==> config.mk <==
export PLATFORM = sky130hd
export DESIGN_NAME = md5_pad
export DESIGN_NICKNAME = d
export VERILOG_FILES = /design/src/rtl/md5_pad.sv
export SDC_FILE = /design/constraint.sdc
export NUM_CORES = 1
export LEC_CHECK = 0
export ABC_AREA = 1
export BUFFER_PORTS_ARGS = -buffer_cell sky130_fd_sc_hd__buf_4
export CORE_ASPECT_RATIO = 1.4
export CORE_MARGIN = 5
export CORE_UTILIZATION = 40
export CTS_CLUSTER_DIAMETER = 150
export DETAILED_ROUTE_END_ITERATION = 8
export REMOVE_ABC_BUFFERS = 1
export SLEW_MARGIN = 20
export SYNTH_ARGS = -nofsm -noshare
export SYNTH_HDL_FRONTEND = slang
export SYNTH_SLANG_ARGS = --single-unit
==> constraint.sdc <==
create_clock -name clk_i -period 2.3 [get_ports clk_i]
set_clock_uncertainty 0.1 [all_clocks]
set_input_delay 0.115 -clock clk_i [delete_from_list [all_inputs] [get_ports clk_i]]
set_output_delay 0.115 -clock clk_i [all_outputs]
set_load 0.02 [all_outputs]
==> src/rtl/md5_pad.sv <==
// MD5 message pre-processor: packs a byte stream into 512-bit blocks and appends 0x80, zero fill and bit length.
// Optional MD5_PAD_BE_EN selects big-endian byte and length packing for SHA-family reuse.
module md5_pad #(
  parameter int unsigned LEN_W = 32
) (
  input  logic              clk_i,
  input  logic              rst_i,
  input  logic [7:0]        din_i,
  input  logic              din_valid_i,
  input  logic              din_last_i,
  input  logic              flush_i,
  output logic              din_ready_o,
  output logic [15:0][31:0] M_o,
  output logic              blk_valid_o,
  output logic              blk_last_o,
  input  logic              blk_ready_i,
  output logic              err_o
);

  typedef enum logic [1:0] {FILL, OUT, EXTRA} state_t;
  typedef enum logic [1:0] {NONE, LENONLY, PAD80} pend_t;

  state_t              state, state_n;
  pend_t               pend, pend_n;
  logic [5:0]          b, b_n;
  logic [LEN_W-1:0]    cnt, cnt_n;
  logic [15:0][31:0]   m_n;
  logic                last_n, err_n, valid_n;
  logic                term;
  logic [6:0]          p;

  // Place one byte at block position idx; unwritten bytes stay zero because M_o is cleared per block.
  function automatic logic [15:0][31:0] put_byte(input logic [15:0][31:0] m,
                                                 input logic [5:0] idx,
                                                 input logic [7:0] v);
    logic [15:0][31:0] r;
    logic [4:0]        sh;
    r = m;
`ifdef MD5_PAD_BE_EN
    sh = {~idx[1:0], 3'b000};
`else
    sh = {idx[1:0], 3'b000};
`endif
    r[idx[5:2]][sh +: 8] = v;
    return r;
  endfunction

  function automatic logic [15:0][31:0] put_len(input logic [15:0][31:0] m,
                                                input logic [LEN_W-1:0] c);
    logic [15:0][31:0] r;
    logic [63:0]       len;
    r   = m;
    len = 64'({c, 3'b000});
`ifdef MD5_PAD_BE_EN
    r[14] = len[63:32];
    r[15] = len[31:0];
`else
    r[14] = len[31:0];
    r[15] = len[63:32];
`endif
    return r;
  endfunction

  assign din_ready_o = (state == FILL);

  // Next-state, packing and padding decisions.
  always_comb begin
    state_n = state;
    pend_n  = pend;
    b_n     = b;
    cnt_n   = cnt;
    m_n     = M_o;
    last_n  = blk_last_o;
    err_n   = err_o;
    term    = 1'b0;
    p       = 7'(b);
    case (state)
      FILL: begin
        term = flush_i || (din_valid_i && din_last_i);
        if (din_valid_i) begin
          m_n = put_byte(m_n, b, din_i);
          if (&cnt) err_n = 1'b1;
          else      cnt_n = cnt + LEN_W'(1);
        end
        p = 7'(b) + 7'(din_valid_i);
        if (term) begin
          b_n     = '0;
          state_n = OUT;
          if (p <= 7'd55) begin
            m_n    = put_byte(m_n, p[5:0], 8'h80);
            m_n    = put_len(m_n, cnt_n);
            last_n = 1'b1;
            pend_n = NONE;
          end else if (p <= 7'd63) begin
            m_n    = put_byte(m_n, p[5:0], 8'h80);
            last_n = 1'b0;
            pend_n = LENONLY;
          end else begin
            last_n = 1'b0;
            pend_n = PAD80;
          end
        end else if (din_valid_i) begin
          if (b == 6'd63) begin
            b_n     = '0;
            state_n = OUT;
            last_n  = 1'b0;
          end else begin
            b_n = b + 6'd1;
          end
        end
      end
      OUT: begin
        if (blk_ready_i) begin
          if (pend == NONE) begin
            state_n = FILL;
            m_n     = '0;
            b_n     = '0;
            last_n  = 1'b0;
            if (blk_last_o) cnt_n = '0;
          end else begin
            state_n = EXTRA;
          end
        end
      end
      EXTRA: begin
        m_n = '0;
        if (pend == PAD80) m_n = put_byte(m_n, 6'd0, 8'h80);
        m_n     = put_len(m_n, cnt);
        last_n  = 1'b1;
        pend_n  = NONE;
        state_n = OUT;
      end
      default: state_n = FILL;
    endcase
    valid_n = (state_n == OUT);
  end

  always_ff @(posedge clk_i or negedge rst_i) begin
    if (!rst_i) begin
      state       <= FILL;
      pend        <= NONE;
      b           <= '0;
      cnt         <= '0;
      M_o         <= '0;
      blk_valid_o <= 1'b0;
      blk_last_o  <= 1'b0;
      err_o       <= 1'b0;
    end else begin
      state       <= state_n;
      pend        <= pend_n;
      b           <= b_n;
      cnt         <= cnt_n;
      M_o         <= m_n;
      blk_valid_o <= valid_n;
      blk_last_o  <= last_n;
      err_o       <= err_n;
    end
  end

endmodule

==> summary.md <==
| Metric | Value |
|---|---|
| Hold EP | M_o[64] |
| Largest net degree at the start of global routing | 96 |
| DR vias/cell | 5.36 |
| Hold Crit Class | in2reg |
| Reg-to-reg endpoint | M_o[466] |
| Final ANT Viol Nets | 0 |
| WL per Instance | 22.9 µm |
| Tmin final | 2340 ps |
| Actual slew at the worst max-slew pin | 544 ps |
| Synth warnings | 0 |
| Core outline area | 0.0664 mm² |
| Final Wtd Congestion | 0.967 |
| Max-cap violation count | 0 |
| 1st-pass router iterations | 8 |
| Nets@finish | roughly 4300 |
| Register Area | 0.0139 mm² |
| Final setup fails | 8 |
| DP Wirelength | 88900 µm |
| Total GRT Usage | 0.313 |
| Fin. max-slew vios | 0 |
| Flop2flop setup slack | -40 ps |
| Highest routed layer | met4 |
| Dominant cell type by area after synthesis | dfrtp_1 |
| Vias | 27700 |
| Initial antenna violation count | 0 |
| Die width | 228 µm |
| Area occupied by multi-input gates | between 0.01 and 0.015 mm² |
| Final WL | approximately 120000 µm |
| F_max | ~430 MHz |
| # diodes | 0 |
| FF+latch count, synth | 557 |
| Status | finished with violations |
| Die Height | 316 µm |
| Fin worst setup slack | -37.9 ps |
| Worst slew margin | 0.635 |
| Top FF cell, synth | dfrtp_1 |
| Share of post-route cells with drive strength above 1 | 0.312 |
| Area of placed instances | 0.0347 mm² |
| Critical Path Start Type | flop |
| RSZ-0062 raised after global routing | true |
| Gate Count Post-Synth | 3401 |
| DR iter-0 viols | 2593 |
| CP Class | reg2reg |
| Initial core utilization | 0.402 |
| I/O Pins | 530 |
| Synth area leaders | dfrtp_1, nand2_1, o21ai_0, inv_1, nor2_1 |
| Fin area | 0.0386 mm² |
| Yosys top cell area share | 0.522 |
| RR Startpoint | b[0] |
| Metal2 WL | 57200 µm |
| Post-Syn Area per Cell | 7.85 µm² |
| Leak | roughly 19 nW |
| Area Overhead vs Synth | 44.5% |
| Arr. time, crit path | 2800 ps |
| Setup TNS | -142 ps |
| Clk_lat worst skew | between 600 and 700 ps |
| CTS tree | done |
| Clock Pin Slew Worst Setup and Hold Paths | ~70 ps |
| Die Footprint | 0.0721 mm² |
| Library cells used by synthesis | 47 |
| Endpoint type of the worst setup path | flop |
| PD cells | 960 mW/mm² |
| Cts bufs inserted | 55 |
| Hold Path Depth | 4 |
| Total power | 37.0 mW |
| FF-to-FF path depth | 16 |
| Htree depth | 2 |
| Synth async-reset ratio | 1.00 |
| Hold Vio Cnt, Final | 0 |
| Most common cell in the netlist | nand2_1 |
| Cell area after synthesis | between 0.02 and 0.03 mm² |
| Rows | 112 |
| First-pass GRT wire length | 173000 µm |
| Max FO, Critical Path | 6 |
| Min-delay src | din_i[0] |
| Number of global-route vias before repair | between 20000 and 30000 |
| FILL cells | 6077 |
| Clock sink count | ~560 |
| Failing checks | negative setup slack |
| Number of flops mapped to enable cells by yosys | 0 |
| Top cells by count, synth | nand2_1, o21ai_0, dfrtp_1, inv_1, nor2_1 |
| Register area share after synthesis | 0.522 |
| Clock buffer depth | 3 |
| Met3 WL | 8200 µm |
| Post-route clock period utilization | 1.02 |
| Root buffer cell | clkbuf_16 |
| Met1 wire length | about 46000 µm |
| Port bufs | 529 |
| Max rail drop VDD | 0.608 mV |
| Worst path required time | 2770 ps |
| # DRC | 0 |
| Global route overflow | 0 |
area by class of cell:
type                       instances  area share
timing repair buffer             945       0.208
tap                              855      0.0277
clock inverter                    25      0.0105
clock buffer                      75      0.0408
multi-input combinational       2395       0.319
sequential                       557       0.362
inverter                         321      0.0323
repair_timing:
item | in CTS | in global routing
gates cloned | 0 | 5
endpoints found under the hold margin | 580 | 1
pin swaps | 11 | 62
buffers inserted | 3 | 18
hold buffers | 11 | 1
resized for setup | 173 | 330
setup endpoints to repair | 420 | 491
critical path, cell delays in order (launching register included):
cell and delay [ps]:
dfrtp_2 460, ha_4 180, nand2_4 60, inv_2 50, buf_4 130, nand2_2 80, inv_2 70, nor2_2 200
nand2_8 120, buf_6 140, nor2_4 170, buf_12 160, buf_12 110, nand2_1 60, nand3_1 70, nand2_1 50
inv_1 50
layer usage:
layer / vias to the layer above / track usage
li1: 12900 / -
met1: 13400 / 0.390
met2: 1128 / 0.530
met3: 292 / 0.0534
met4: 0 / 0.154
met5: - / 0
stage by stage:
step | setup WS (ps) | utilization | hold WS [ps] | cells
floorplan | -4040 | - | -281 | 3273
detailed placement | -324 | 0.522 | -29.8 | 5037
global route | -107 | 0.581 | 37.6 | 5173
global placement | -265 | 0.522 | -23.3 | 5037
finish | -37.9 | 0.581 | 34.0 | 5173
CTS | -60.2 | 0.562 | 1.86 | 5151
power by group:
part / switching [mW] / leakage, nW / total (mW) / internal, mW
registers: 0.717 / 7.72 / 11.2 / 10.4
logic: 10.3 / 10.0 / 15.8 / 5.51
clock network: 4.13 / 0.965 / 10.0 / 5.91
total: 15.2 / 18.7 / 37.0 / 21.9
cell usage in the layout (no fill, tap or decap), types with 8 or more instances in the layout:
| cell type | instances |
|---|---|
| o21ai_0 | 460 |
| ha_1 | 9 |
| o22ai_1 | 11 |
| o21ai_2 | 32 |
| nand2_1 | 982 |
| o211ai_1 | 37 |
| nand4_1 | 37 |
| nand2_4 | 26 |
| nand3_2 | 11 |
| nand3_1 | 106 |
| nor2_4 | 48 |
| a21oi_1 | 86 |
| buf_6 | 33 |
| dlygate4sd3_1 | 11 |
| clkbuf_1 | 9 |
| bufinv_16 | 10 |
| clkinv_2 | 8 |
| buf_4 | 839 |
| o32ai_1 | 12 |
| o21ai_1 | 105 |
| o21ai_4 | 13 |
| nor2_2 | 33 |
| inv_4 | 9 |
| o31ai_1 | 31 |
| clkbuf_8 | 10 |
| dfrtp_1 | 552 |
| clkbuf_16 | 61 |
| inv_1 | 276 |
| nor2_1 | 206 |
| buf_12 | 53 |
| a21oi_2 | 8 |
| nand3_4 | 8 |
| inv_2 | 31 |
| nand2_2 | 64 |
| a22o_1 | 18 |
how the worst max path moves through the flow:
stage               slack [ps]       end  startpoint
floorplan                -4040  M_o[416]    state[0]
global placement          -270  M_o[298]        b[0]
detailed placement        -320    M_o[3]        b[0]
CTS                        -60  M_o[283]        b[0]
global route              -110  M_o[466]        b[0]
finish                     -40  M_o[466]        b[0]
flip-flops by register name, indices dropped and copies added (netlist names):
register,flops
M_o,512
cnt,32
b,6
pend,2
state,2
blk_last_o,1
blk_valid_o,1
err_o,1
cell families after synthesis:
kind of cell / share of synthesized area
flip-flops: 0.522
buffers and inverters: 0.0655
AND/OR/NAND/NOR: 0.235
AO/OA/AOI/OAI: 0.171
XOR/XNOR: 0.00131
adder cells (fa/ha/maj): 0.00562
Note: power is estimated with default switching activity, not from simulation.
